### src/rtl/mult_div_unit.sv
// Iterative multiply/divide unit with architectural HI/LO registers.
// One bit per CALC cycle: shift-add multiply, restoring divide on magnitudes.
module mult_div_unit #(
  parameter int unsigned WIDTH = 32
) (
  input  logic             clk,
  input  logic             rst,
  input  logic             start,
  input  logic [1:0]       op,
  input  logic [WIDTH-1:0] a,
  input  logic [WIDTH-1:0] b,
  input  logic             hi_we,
  input  logic             lo_we,
  input  logic [WIDTH-1:0] wdata,
  output logic [WIDTH-1:0] hi,
  output logic [WIDTH-1:0] lo,
  output logic             busy,
  output logic             done,
  output logic             div_by_zero
);

  localparam int unsigned CW = $clog2(WIDTH + 1);

  typedef enum logic [1:0] {IDLE, CALC, FIXUP, DONE} state_t;

  state_t           state, next_state;
  logic [CW-1:0]    cnt;
  logic [WIDTH-1:0] a_r, b_r;
  logic [1:0]       op_r;
  logic             neg_a, neg_b;
  logic [WIDTH-1:0] acc, quo, dsr;

  logic             neg_a_c, neg_b_c, dz_c;
  logic [WIDTH-1:0] mag_a_c, mag_b_c;
  logic [WIDTH:0]   add_sum, shl_rem, sub_diff;
  logic [WIDTH-1:0] acc_nx, quo_nx, q_fix, r_fix;
  logic [2*WIDTH-1:0] prod;

  // Operand magnitudes; only the signed ops (op[0]==0) treat the MSB as a sign.
  always_comb begin
    neg_a_c = ~op_r[0] & a_r[WIDTH-1];
    neg_b_c = ~op_r[0] & b_r[WIDTH-1];
    mag_a_c = neg_a_c ? -a_r : a_r;
    mag_b_c = neg_b_c ? -b_r : b_r;
  end

  // One iteration: acc holds the upper product half or the partial remainder.
  always_comb begin
    add_sum  = {1'b0, acc} + (quo[0] ? {1'b0, dsr} : '0);
    shl_rem  = {acc, quo[WIDTH-1]};
    sub_diff = shl_rem - {1'b0, dsr};
    acc_nx   = add_sum[WIDTH:1];
    quo_nx   = {add_sum[0], quo[WIDTH-1:1]};
    if (op_r[1]) begin
      if (!sub_diff[WIDTH]) begin
        acc_nx = sub_diff[WIDTH-1:0];
        quo_nx = {quo[WIDTH-2:0], 1'b1};
      end else begin
        acc_nx = shl_rem[WIDTH-1:0];
        quo_nx = {quo[WIDTH-2:0], 1'b0};
      end
    end
  end

  // Sign correction: quotient sign is the XOR of operand signs, remainder follows the dividend.
  always_comb begin
    prod  = {acc, quo};
    if (neg_a ^ neg_b) prod = -prod;
    q_fix = (neg_a ^ neg_b) ? -quo : quo;
    r_fix = neg_a ? -acc : acc;
    dz_c  = op_r[1] & (dsr == '0);
  end

  always_ff @(posedge clk) begin
    if (rst) state <= IDLE;
    else     state <= next_state;
  end

  always_comb begin
    next_state = state;
    case (state)
      IDLE:    if (start) next_state = CALC;
      CALC:    if (cnt == CW'(WIDTH)) next_state = FIXUP;
      FIXUP:   next_state = DONE;
      DONE:    next_state = IDLE;
      default: next_state = IDLE;
    endcase
  end

  // First CALC cycle (cnt==0) loads magnitudes; cnt 1..WIDTH are the bit iterations.
  always_ff @(posedge clk) begin
    if (rst) begin
      cnt         <= '0;
      a_r         <= '0;
      b_r         <= '0;
      op_r        <= '0;
      neg_a       <= 1'b0;
      neg_b       <= 1'b0;
      acc         <= '0;
      quo         <= '0;
      dsr         <= '0;
      hi          <= '0;
      lo          <= '0;
      busy        <= 1'b0;
      done        <= 1'b0;
      div_by_zero <= 1'b0;
    end else begin
      case (state)
        IDLE: begin
          if (start) begin
            a_r  <= a;
            b_r  <= b;
            op_r <= op;
            cnt  <= '0;
          end else begin
            if (hi_we) hi <= wdata;
            if (lo_we) lo <= wdata;
          end
        end
        CALC: begin
          cnt <= cnt + CW'(1);
          if (cnt == '0) begin
            neg_a <= neg_a_c;
            neg_b <= neg_b_c;
            acc   <= '0;
            quo   <= op_r[1] ? mag_a_c : mag_b_c;
            dsr   <= op_r[1] ? mag_b_c : mag_a_c;
          end else begin
            acc <= acc_nx;
            quo <= quo_nx;
          end
        end
        FIXUP: begin
          if (op_r[1]) begin
            if (!dz_c) begin
              hi <= r_fix;
              lo <= q_fix;
            end
          end else begin
            {hi, lo} <= prod;
          end
        end
        default: ;
      endcase
      busy        <= (next_state != IDLE);
      done        <= (state == FIXUP);
      div_by_zero <= (state == FIXUP) & dz_c;
    end
  end

endmodule

### config.mk
export PLATFORM = sky130hd
export DESIGN_NAME = mult_div_unit
export DESIGN_NICKNAME = d
export VERILOG_FILES = /design/src/rtl/mult_div_unit.sv
export SDC_FILE = /design/constraint.sdc
export NUM_CORES = 1
export LEC_CHECK = 0
export CAP_MARGIN = 20
export CORE_ASPECT_RATIO = 0.9
export CORE_MARGIN = 2
export CORE_UTILIZATION = 26
export DETAILED_ROUTE_END_ITERATION = 6
export SLEW_MARGIN = 20
export SYNTH_ARGS = -nofsm -noshare
export SYNTH_HDL_FRONTEND = slang
export SYNTH_SLANG_ARGS = --single-unit
### constraint.sdc
create_clock -name clk -period 6 [get_ports clk]
set_input_delay 0.6 -clock clk [delete_from_list [all_inputs] [get_ports clk]]
set_output_delay 0.6 -clock clk [all_outputs]
set_load 0.1 [all_outputs]
==> results of run 1 <==
## worst max-delay path, stage by stage, from the launching register on
cell      delay [ns]
dfxtp_1         0.41
inv_1           0.15
buf_4           0.36
nor2_1          0.08
ha_1            0.41
nand3_1         0.17
a211oi_1        0.41
o21bai_1        0.18
a31oi_1         0.53
o311ai_1        0.27
nand2_1         0.18
a41oi_1         0.19
o41a_1          0.40
a211oi_1        0.21
## power by group
| part | internal (mW) | switching [mW] | total, mW |
|---|---|---|---|
| Combinational | 0.490 | 0.930 | 1.42 |
| Clock | 1.02 | 0.728 | 1.75 |
| Sequential | 1.68 | 0.125 | 1.80 |
| Total | 3.19 | 1.78 | 4.97 |
## flip-flops by register name, indices dropped and copies added, names as in the netlist, 2 cells and up
register and flops:
a_r 32, dsr 32, state 2, lo 32, op_r 2, acc 32, cnt 6, hi 32
b_r 32, quo 32
## synthesized netlist by cell type, drive strengths merged, types with 26 or more instances
cell      n
clkbuf  128
nand2   323
dfxtp   239
a21oi   260
xnor2    78
nor3     71
o21ai   127
o211ai   32
a211oi   81
inv      63
xor2     86
nand3    34
mux2i    26
a21o     30
nor4     26
ha       70
buf      31
nor2    288
## logic make-up after synthesis
group | count (synthesis) | synth area share
simple gates | 872 | 0.2318
compound gates | 707 | 0.2663
flops | 239 | 0.2836
buf+inv | 223 | 0.05080
xor+xnor | 164 | 0.08514
fa+ha+maj | 72 | 0.05429
mux | 37 | 0.02811
## how the worst max path moves through the flow
| stage | start | endpoint | slack, ns | cells after the start |
|---|---|---|---|---|
| floorplan | quo[0] | acc[28] | 2.69 | 13 |
| global placement | quo[0] | acc[31] | 2.20 | 13 |
| detailed placement | quo[0] | acc[31] | 2.15 | 13 |
| CTS | quo[0] | acc[31] | 2.11 | 13 |
| global route | quo[0] | acc[28] | 1.72 | 13 |
| finish | quo[0] | acc[31] | 1.96 | 13 |
## per-layer routing
layer  vias up  part of all wire  track usage
met3        69             0.092      0.03711
met2       698              0.42       0.2690
li1       8405                 -            -
met5         -                 0            0
met1      8143              0.47       0.2665
met4         0             0.019      0.03765
## layout make-up
type | count | area (um^2) | share of cell area
inverter | 64 | 240.2 | 0.01191
tap | 855 | 1070 | 0.05303
multi-input combinational | 1852 | 11270 | 0.5586
clock inverter | 6 | 91.34 | 0.004528
timing repair buffer | 196 | 1896 | 0.09397
sequential | 239 | 4786 | 0.2372
clock buffer | 42 | 822.0 | 0.04075
## per-stage QoR
| stage | utilization | hold slack, ns |
|---|---|---|
| finish | 0.3143 | 0.4558 |
| CTS | 0.3142 | 0.4544 |
| global route | 0.3143 | 0.4704 |
| detailed placement | 0.3000 | 0.4463 |
| global placement | 0.3000 | 0.4383 |
| floorplan | - | 0.4319 |
## cells in the final DEF, fill, tap and decap left out, types with 26 or more instances in the layout
master / n
a211oi_1: 81
a21o_1: 29
a21oi_1: 259
buf_4: 27
clkbuf_16: 27
clkdlybuf4s50_1: 168
dfxtp_1: 238
ha_1: 70
inv_1: 63
mux2i_1: 26
nand2_1: 322
nand3_1: 34
nor2_1: 285
nor3_1: 69
o211ai_1: 31
o21ai_0: 119
xnor2_1: 78
xor2_1: 86
==> metrics.txt, run 1 <==
crit-path max FO=30; Die Y-Extent=245.7 um; Slew @ Worst Pin=1.070 ns; first-pass GRT wire length=95640 um; crit path launch type=flop; post-CTS sizing=0; first-pass detailed-route iteration total=6; Final min period=4.040 ns; pre-CTS WS=2.148 ns; DR iter-0 viols=1873; core box area=64190 um^2; count of final hold-check violations=0; initial antenna violation count=0; worst min path class=reg2reg; vias in the first global route=15635; Worst Hold Launch=hi[21]; total grt overflow=0; Leakage Power=7.735 nW; Skew-Pair Late Insertion Delay=0.57 ns; top cell type's share of synthesized area=0.2836; worst vdd ir=0.0002135 V; Worst Path Arrival=4.52 ns; Syn Nets=2489; row count=88; H-tree depth=1; placed cell areas=19260 um^2; Seq/Total Area, Yosys=0.2836; setup bufs post-CTS=0; antenna cell count=0; crit share post-route=0.6733; R2R setup slack=1.96 ns; worst setup margin=1.960 ns; RSZ-0062 raised after global routing=no; library cells used by synthesis=77; CP endpoint kind=flop; Design Area, Final=20170 um^2; Num CTS Buffers=27; GPL Wtd Cong=0.9407; critical path required time=6.48 ns; NumNets Final=2555; largest net degree at the start of global routing=81; FF-to-FF Start=quo[0]; Final Routed Wirelength=63370 um; vias per cell=5.321; synthesis-stage register bit count=239; TritonCTS clock tree=done; Slew Limit Fails=0; Antenna Nets Post-Route=0; worst r2r dst=acc[31]; Setup CP Type=reg2reg; top cells by area, synth=dfxtp_1 28%, a21oi_1 7.7%, nand2_1 7.2%; Pwr Total=4.973 mW; DR WL/cell=19.47 um; Starting Density=0.2628; Hold Path Depth=2; Longest Clk Path Bufs=3; Hold Path End=hi[21]; Finished Layout Cells=3254; GRT Util Overall=0.1810; DR DRC count=0; MaxCap Viol Count=0; clk sinks=239; ratio of cells with drive above 1 in the final layout=0.04960; asr flop ratio synth=0; dpl hpwl=48610 um; Max transition margin=0.2845; Setup violations, final=0; placed cells=3206; Post-synth EDFFs=0; Reg2Reg Depth=13; die width=272.5 um; vias=17315; synthesis-to-layout area growth=19.57%; Synth Warn #=0; fillcell total=6934; area leader, netlist=dfxtp_1; root buffer cell=clkbuf_16; status=completed; Top FF cell, synth=dfxtp_1; Post-Syn Instances=2314; num ports=170; die footprint=66940 um^2; Avg Cell Area, Syn=7.291 um^2; IO Port Bufs=169; Clock Skews=0.01738 ns; clock-pin slew on the worst setup and hold paths=0.06 ns; Netlist Area Pre-Place=16870 um^2; setup_tns=0 ns; Max Freq=247.5 MHz; CTS hold repair buffers=0; pwr dens=246.5 nW/um^2
(Power assumes the default switching activity.)
==> run 2: changes to the inputs <==
==> constraint.sdc (replaced) <==
create_clock -name clk -period 4 [get_ports clk]
set_input_delay 0.4 -clock clk [delete_from_list [all_inputs] [get_ports clk]]
set_output_delay 0.4 -clock clk [all_outputs]
set_load 0.1 [all_outputs]
==> metrics.txt, run 2 (same netlist as run 1, synthesis figures left out) <==
R2R setup slack=0.24 ns (-1.72 ns); vias in the first global route=15917 (+1.8%); IO Port Bufs=169 (unchanged); ratio of cells with drive above 1 in the final layout=0.06988 (+0.02028); DR iter-0 viols=1952 (+4.2%); Antenna Nets Post-Route=0 (unchanged); fillcell total=6873 (-0.88%); initial antenna violation count=1 (+1); M3 GR Usage=0.04365 (+0.006542); vias per cell=5.336 (+0.28%); setup_tns=0 ns (unchanged); grt met1 use=0.2723 (+0.005747); GRT busiest layer=met1; H-tree depth=1 (unchanged); Die Y-Extent=245.7 um (unchanged); crit share post-route=0.9403 (+0.2670); Slew @ Worst Pin=1.038 ns (-0.03152 ns); worst vdd ir=0.0003054 V (+43%); Seq. cell area=4786 um^2 (unchanged); Slew Limit Fails=0 (unchanged); Worst Path Arrival=4.18 ns (-0.34 ns); num ports=170 (unchanged); placed cells=3251 (+1.4%); Critical Path Start=quo[0]; cell mode on critical path=buf_4; Num CTS Buffers=27 (unchanged); largest net degree at the start of global routing=92 (+14%); core box area=64190 um^2 (unchanged); pwr dens=368.3 nW/um^2 (+49%); Final min period=3.761 ns (-0.2788 ns); critical path required time=4.42 ns (-2.06 ns); Setup CP Type=reg2reg; Finished Layout Cells=3302 (+1.5%); switching part of the total power=0.3505 (-0.008021); crit-path max FO=12 (-60%); worst path bufs/invs=3 (+1); cell family with most CP delay=compound AO/OA/AOI/OAI gates; internal power=4.939 mW (+55%); commonest non-fill, non-tap cell in the layout=nand2_1; FF-to-FF Start=quo[0]; Starting Density=0.2628 (unchanged); switching pwr=2.665 mW (+49%); Leakage Power=8.030 nW (+3.8%); status=completed; Skew-Pair Late Insertion Delay=0.57 ns (about the same); root buffer cell=clkbuf_16; slowest CP cell=dfxtp_1; DR DRC count=0 (unchanged); Largest stage delay, worst path=0.45 ns (-0.08 ns); Max transition margin=0.3063 (+0.02179); logic gate share of total power=0.297 (+0.011); first-pass detailed-route iteration total=6 (unchanged); Longest Clk Path Bufs=3 (unchanged); Final Routed Wirelength=64070 um (+1.1%); Seq pwr share=0.351 (-0.011); met2 usage=0.2627 (-0.006286); row count=88 (unchanged); dpl hpwl=49960 um (+2.8%); crit path launch type=flop; Setup violations, final=0 (unchanged); TritonCTS clock tree=done; die footprint=66940 um^2 (unchanged); commonest non-fill, non-tap cells in the layout=322 x nand2_1, 286 x nor2_1, 259 x a21oi_1, 238 x dfxtp_1, 168 x clkdlybuf4s50_1; Max Freq=265.9 MHz (+7.4%); WP depth=13 (unchanged); NumNets Final=2605 (+2.0%); clock-pin slew on the worst setup and hold paths=0.07 ns (about the same); clock share of power=0.352 (about the same); antenna cell count=0 (unchanged); clk sinks=239 (unchanged); MaxCap Viol Count=0 (unchanged); vias=17619 (+1.8%); GRT Util Overall=0.1837 (+0.002703); worst min path class=in2reg; CP endpoint kind=flop; GPL Wtd Cong=0.9570 (+1.7%); worst r2r dst=acc[27]; worst-path cell chain=clkinvlp_4 > buf_4 > buf_4 > nor2_1 > ha_1 > a21o_1 > a211o_1 > or2_2 > o311ai_1 > a211oi_1 > or3_1 > a221oi_1 > a311oi_1; worst setup margin=0.2387 ns (-1.721 ns); die width=272.5 um (unchanged); pre-CTS WS=0.1726 ns (-1.975 ns); DR WL/cell=19.40 um (-0.35%); first-pass GRT wire length=97010 um (+1.4%); total grt overflow=0 (unchanged); Clock Skews=0.02294 ns (+0.005558 ns); Pwr Total=7.604 mW (+53%); count of final hold-check violations=0 (unchanged); synthesis-to-layout area growth=22.36%; RSZ-0062 raised after global routing=no; crit path capture=acc[27]; Reg2Reg Depth=13 (unchanged); multi-input logic area=11270 um^2 (about the same)
## run 2: power groups by stage
stage	clock, mW	combinational [mW]	sequential [mW]
detailed placement	0	2.20	2.72
CTS	2.71	2.21	2.66
global placement	0	2.21	2.71
global route	2.81	2.42	2.69
floorplan	0	1.28	2.91
finish	2.68	2.26	2.67
## run 2: stage by stage
step | hold WS (ns) | cell area (um^2) | utilization
after floorplan | 0.4319 | 16870 | -
after global placement | 0.4420 | 19660 | 0.3062
after detailed placement | 0.4469 | 19660 | 0.3062
after CTS | 0.3462 | 20590 | 0.3208
after global routing | 0.3882 | 20640 | 0.3216
final | 0.3619 | 20640 | 0.3216
## run 2: what timing repair did
| action | CTS | global route |
|---|---|---|
| hold buffers | 0 | 0 |
| resized for setup | 0 | 4 |
| endpoints found under the setup margin | 0 | 1 |
| setup buffers | 0 | 5 |
## run 2: layout make-up
type / instances / share of cell area
multi-input combinational: 1852 / 0.5460
inverter: 64 / 0.01182
clock inverter: 9 / 0.007031
tap: 855 / 0.05182
sequential: 239 / 0.2318
clock buffer: 37 / 0.03843
timing repair buffer: 246 / 0.1130
## run 2: how the worst min path moves through the flow
| stage | startpoint | end | slack, ns | cells after the start |
|---|---|---|---|---|
| floorplan | dsr[10] | dsr[10] | 0.43 | 2 |
| CTS | rst | quo[18] | 0.35 | 2 |
| global route | a[6] | a_r[6] | 0.39 | 3 |
| detailed placement | dsr[5] | dsr[5] | 0.45 | 2 |
| finish | rst | quo[18] | 0.36 | 2 |
| global placement | dsr[5] | dsr[5] | 0.44 | 2 |
## run 2: per-layer routing
layer  wire (um)  share of wire
met2       25990           0.41
met4        1577          0.025
met1       29970           0.47
met3        6533           0.10
met5           0              0
==> run 3: changes to the inputs <==
--- a/config.mk
+++ b/config.mk
@@ -10,6 +10,7 @@
 export CORE_MARGIN = 2
 export CORE_UTILIZATION = 26
 export DETAILED_ROUTE_END_ITERATION = 6
+export RECOVER_POWER = 25
 export SLEW_MARGIN = 20
 export SYNTH_ARGS = -nofsm -noshare
 export SYNTH_HDL_FRONTEND = slang
==> metrics.txt, run 3 (same netlist as run 1, synthesis figures left out) <==
FF-to-FF Start=quo[0]; clock-pin slew on the worst setup and hold paths=0.07 ns (about the same); vias=17594 (-0.14%); Largest stage delay, worst path=0.45 ns (about the same); GRT Util Overall=0.1837 (unchanged); vias per cell=5.328 (-0.14%); pre-CTS WS=0.1726 ns (unchanged); pwr dens=368.8 nW/um^2 (+0.13%); fillcell total=6873 (unchanged); Reg2Reg Depth=13 (unchanged); Setup CP Type=reg2reg; worst r2r dst=acc[27]; Die Y-Extent=245.7 um (unchanged); worst setup margin=0.2451 ns (+0.006370 ns); IO Port Bufs=169 (unchanged); Antenna Nets Post-Route=0 (unchanged); Pwr Total=7.599 mW (about the same); first-pass detailed-route iteration total=6 (unchanged); multi-input logic area=11270 um^2 (about the same); commonest non-fill, non-tap cells in the layout=322 x nand2_1, 286 x nor2_1, 259 x a21oi_1, 238 x dfxtp_1, 168 x clkdlybuf4s50_1; RSZ-0062 raised after global routing=no; worst min path class=in2reg; crit path launch type=flop; status=complete, but fails checks; Worst Hold Launch=rst; MaxCap Viol Count=2 (+2); crit-path max FO=12 (unchanged); R2R setup slack=0.25 ns (about the same); GPL Wtd Cong=0.9570 (unchanged); worst-path cell chain=clkinvlp_4 > buf_4 > buf_4 > nor2_1 > ha_1 > a21o_1 > a211o_1 > or2_2 > o311ai_1 > a211oi_1 > or3_1 > a221oi_1 > a311oi_1; Clock Skews=0.02136 ns (-0.001578 ns); Worst Path Arrival=4.18 ns (about the same); H-tree depth=1 (unchanged); Hold Path Depth=2 (unchanged); top routing layer used=met4; Hold Path End=quo[18]; cell family with most CP delay=compound AO/OA/AOI/OAI gates; total grt overflow=0 (unchanged); Setup violations, final=0 (unchanged); WL met3=5886 um (-9.9%); die footprint=66940 um^2 (unchanged); Skew-Pair Late Insertion Delay=0.57 ns (about the same); crit share post-route=0.9387 (-0.001592); worst path bufs/invs=3 (unchanged); clk sinks=239 (unchanged); largest net degree at the start of global routing=92 (unchanged); Starting Density=0.2628 (unchanged); Finished Layout Cells=3302 (unchanged); DR WL/cell=19.41 um (about the same); Final min period=3.755 ns (-0.006370 ns); ratio of cells with drive above 1 in the final layout=0.06702 (-0.002861); antenna cell count=0 (unchanged); Final Routed Wirelength=64080 um (about the same); Slew @ Worst Pin=1.731 ns (+0.6931 ns); row count=88 (unchanged); DR iter-0 viols=1945 (-0.36%); dpl hpwl=49960 um (unchanged); Longest Clk Path Bufs=3 (unchanged); worst vdd ir=0.0003052 V (about the same); Min Hold Slack=0.3527 ns (-0.009179 ns); met2 wire len=25930 um (-0.25%); num ports=170 (unchanged); NumNets Final=2605 (unchanged); Max Freq=266.3 MHz (+0.17%); critical path required time=4.42 ns (about the same); failing checks=max-capacitance violations, max-slew violations; synthesis-to-layout area growth=22.14%; root buffer cell=clkbuf_16; Leakage Power=8.005 nW (-0.31%); Critical Path Start=quo[0]; placed cells=3251 (unchanged); vias in the first global route=15917 (unchanged); commonest non-fill, non-tap cell in the layout=nand2_1; TritonCTS clock tree=done; core box area=64190 um^2 (unchanged); DR DRC count=0 (unchanged); Seq. cell area=4786 um^2 (unchanged); count of final hold-check violations=0 (unchanged); slowest CP cell=dfxtp_1; Max transition margin=-0.1548 (-0.4611); CP endpoint kind=flop; die width=272.5 um (unchanged); initial antenna violation count=1 (unchanged); setup_tns=0 ns (unchanged); Slew Limit Fails=67 (+67); first-pass GRT wire length=97010 um (unchanged); Num CTS Buffers=27 (unchanged); cell mode on critical path=buf_4; DRT met1 WL=30680 um (+2.4%)
run 3: worst max path at each step:
| stage | endpoint | slack, ns | cells after the start |
|---|---|---|---|
| 2_1_floorplan | acc[28] | 0.69 | 13 |
| 3_3_place_gp | acc[28] | 0.29 | 13 |
| 3_5_place_dp | acc[28] | 0.17 | 13 |
| 4_1_cts | acc[28] | 0.12 | 13 |
| 5_1_grt | a_r[19] | 0.04 | 6 |
| 6_report | acc[27] | 0.25 | 13 |
run 3: cell type report:
cell class              instances  area share
inverters                      64     0.01184
well taps                     855     0.05192
clock inverters                 9    0.007044
flip-flops and latches        239      0.2323
repair buffers                246      0.1116
clock buffers                  37     0.03850
multi-input cells            1852      0.5468
run 3: where the power goes:
part	leakage, nW	switching, mW	internal [mW]	total [mW]
sequential	1.95	0.156	2.51	2.67
clock	0.469	1.05	1.63	2.68
combinational	5.58	1.46	0.793	2.25
run 3: metal layers:
metal  GRT usage  up-vias
met2      0.2627      768
li1            -     8512
met3     0.04365       82
met4     0.04573        0
met1      0.2723     8232
met5           0        -
run 3: repair_timing:
item	in CTS	in global routing
hold buffers	0	0
endpoints found under the setup margin	0	1
setup buffers	0	5
resized for setup	0	4
run 3: stage by stage:
| stage | instance area, um^2 | util |
|---|---|---|
| after global routing | 20610 | 0.3210 |
| after detailed placement | 19660 | 0.3062 |
| final | 20610 | 0.3210 |
| after floorplan | 16870 | - |
| after global placement | 19660 | 0.3062 |
| after CTS | 20590 | 0.3208 |
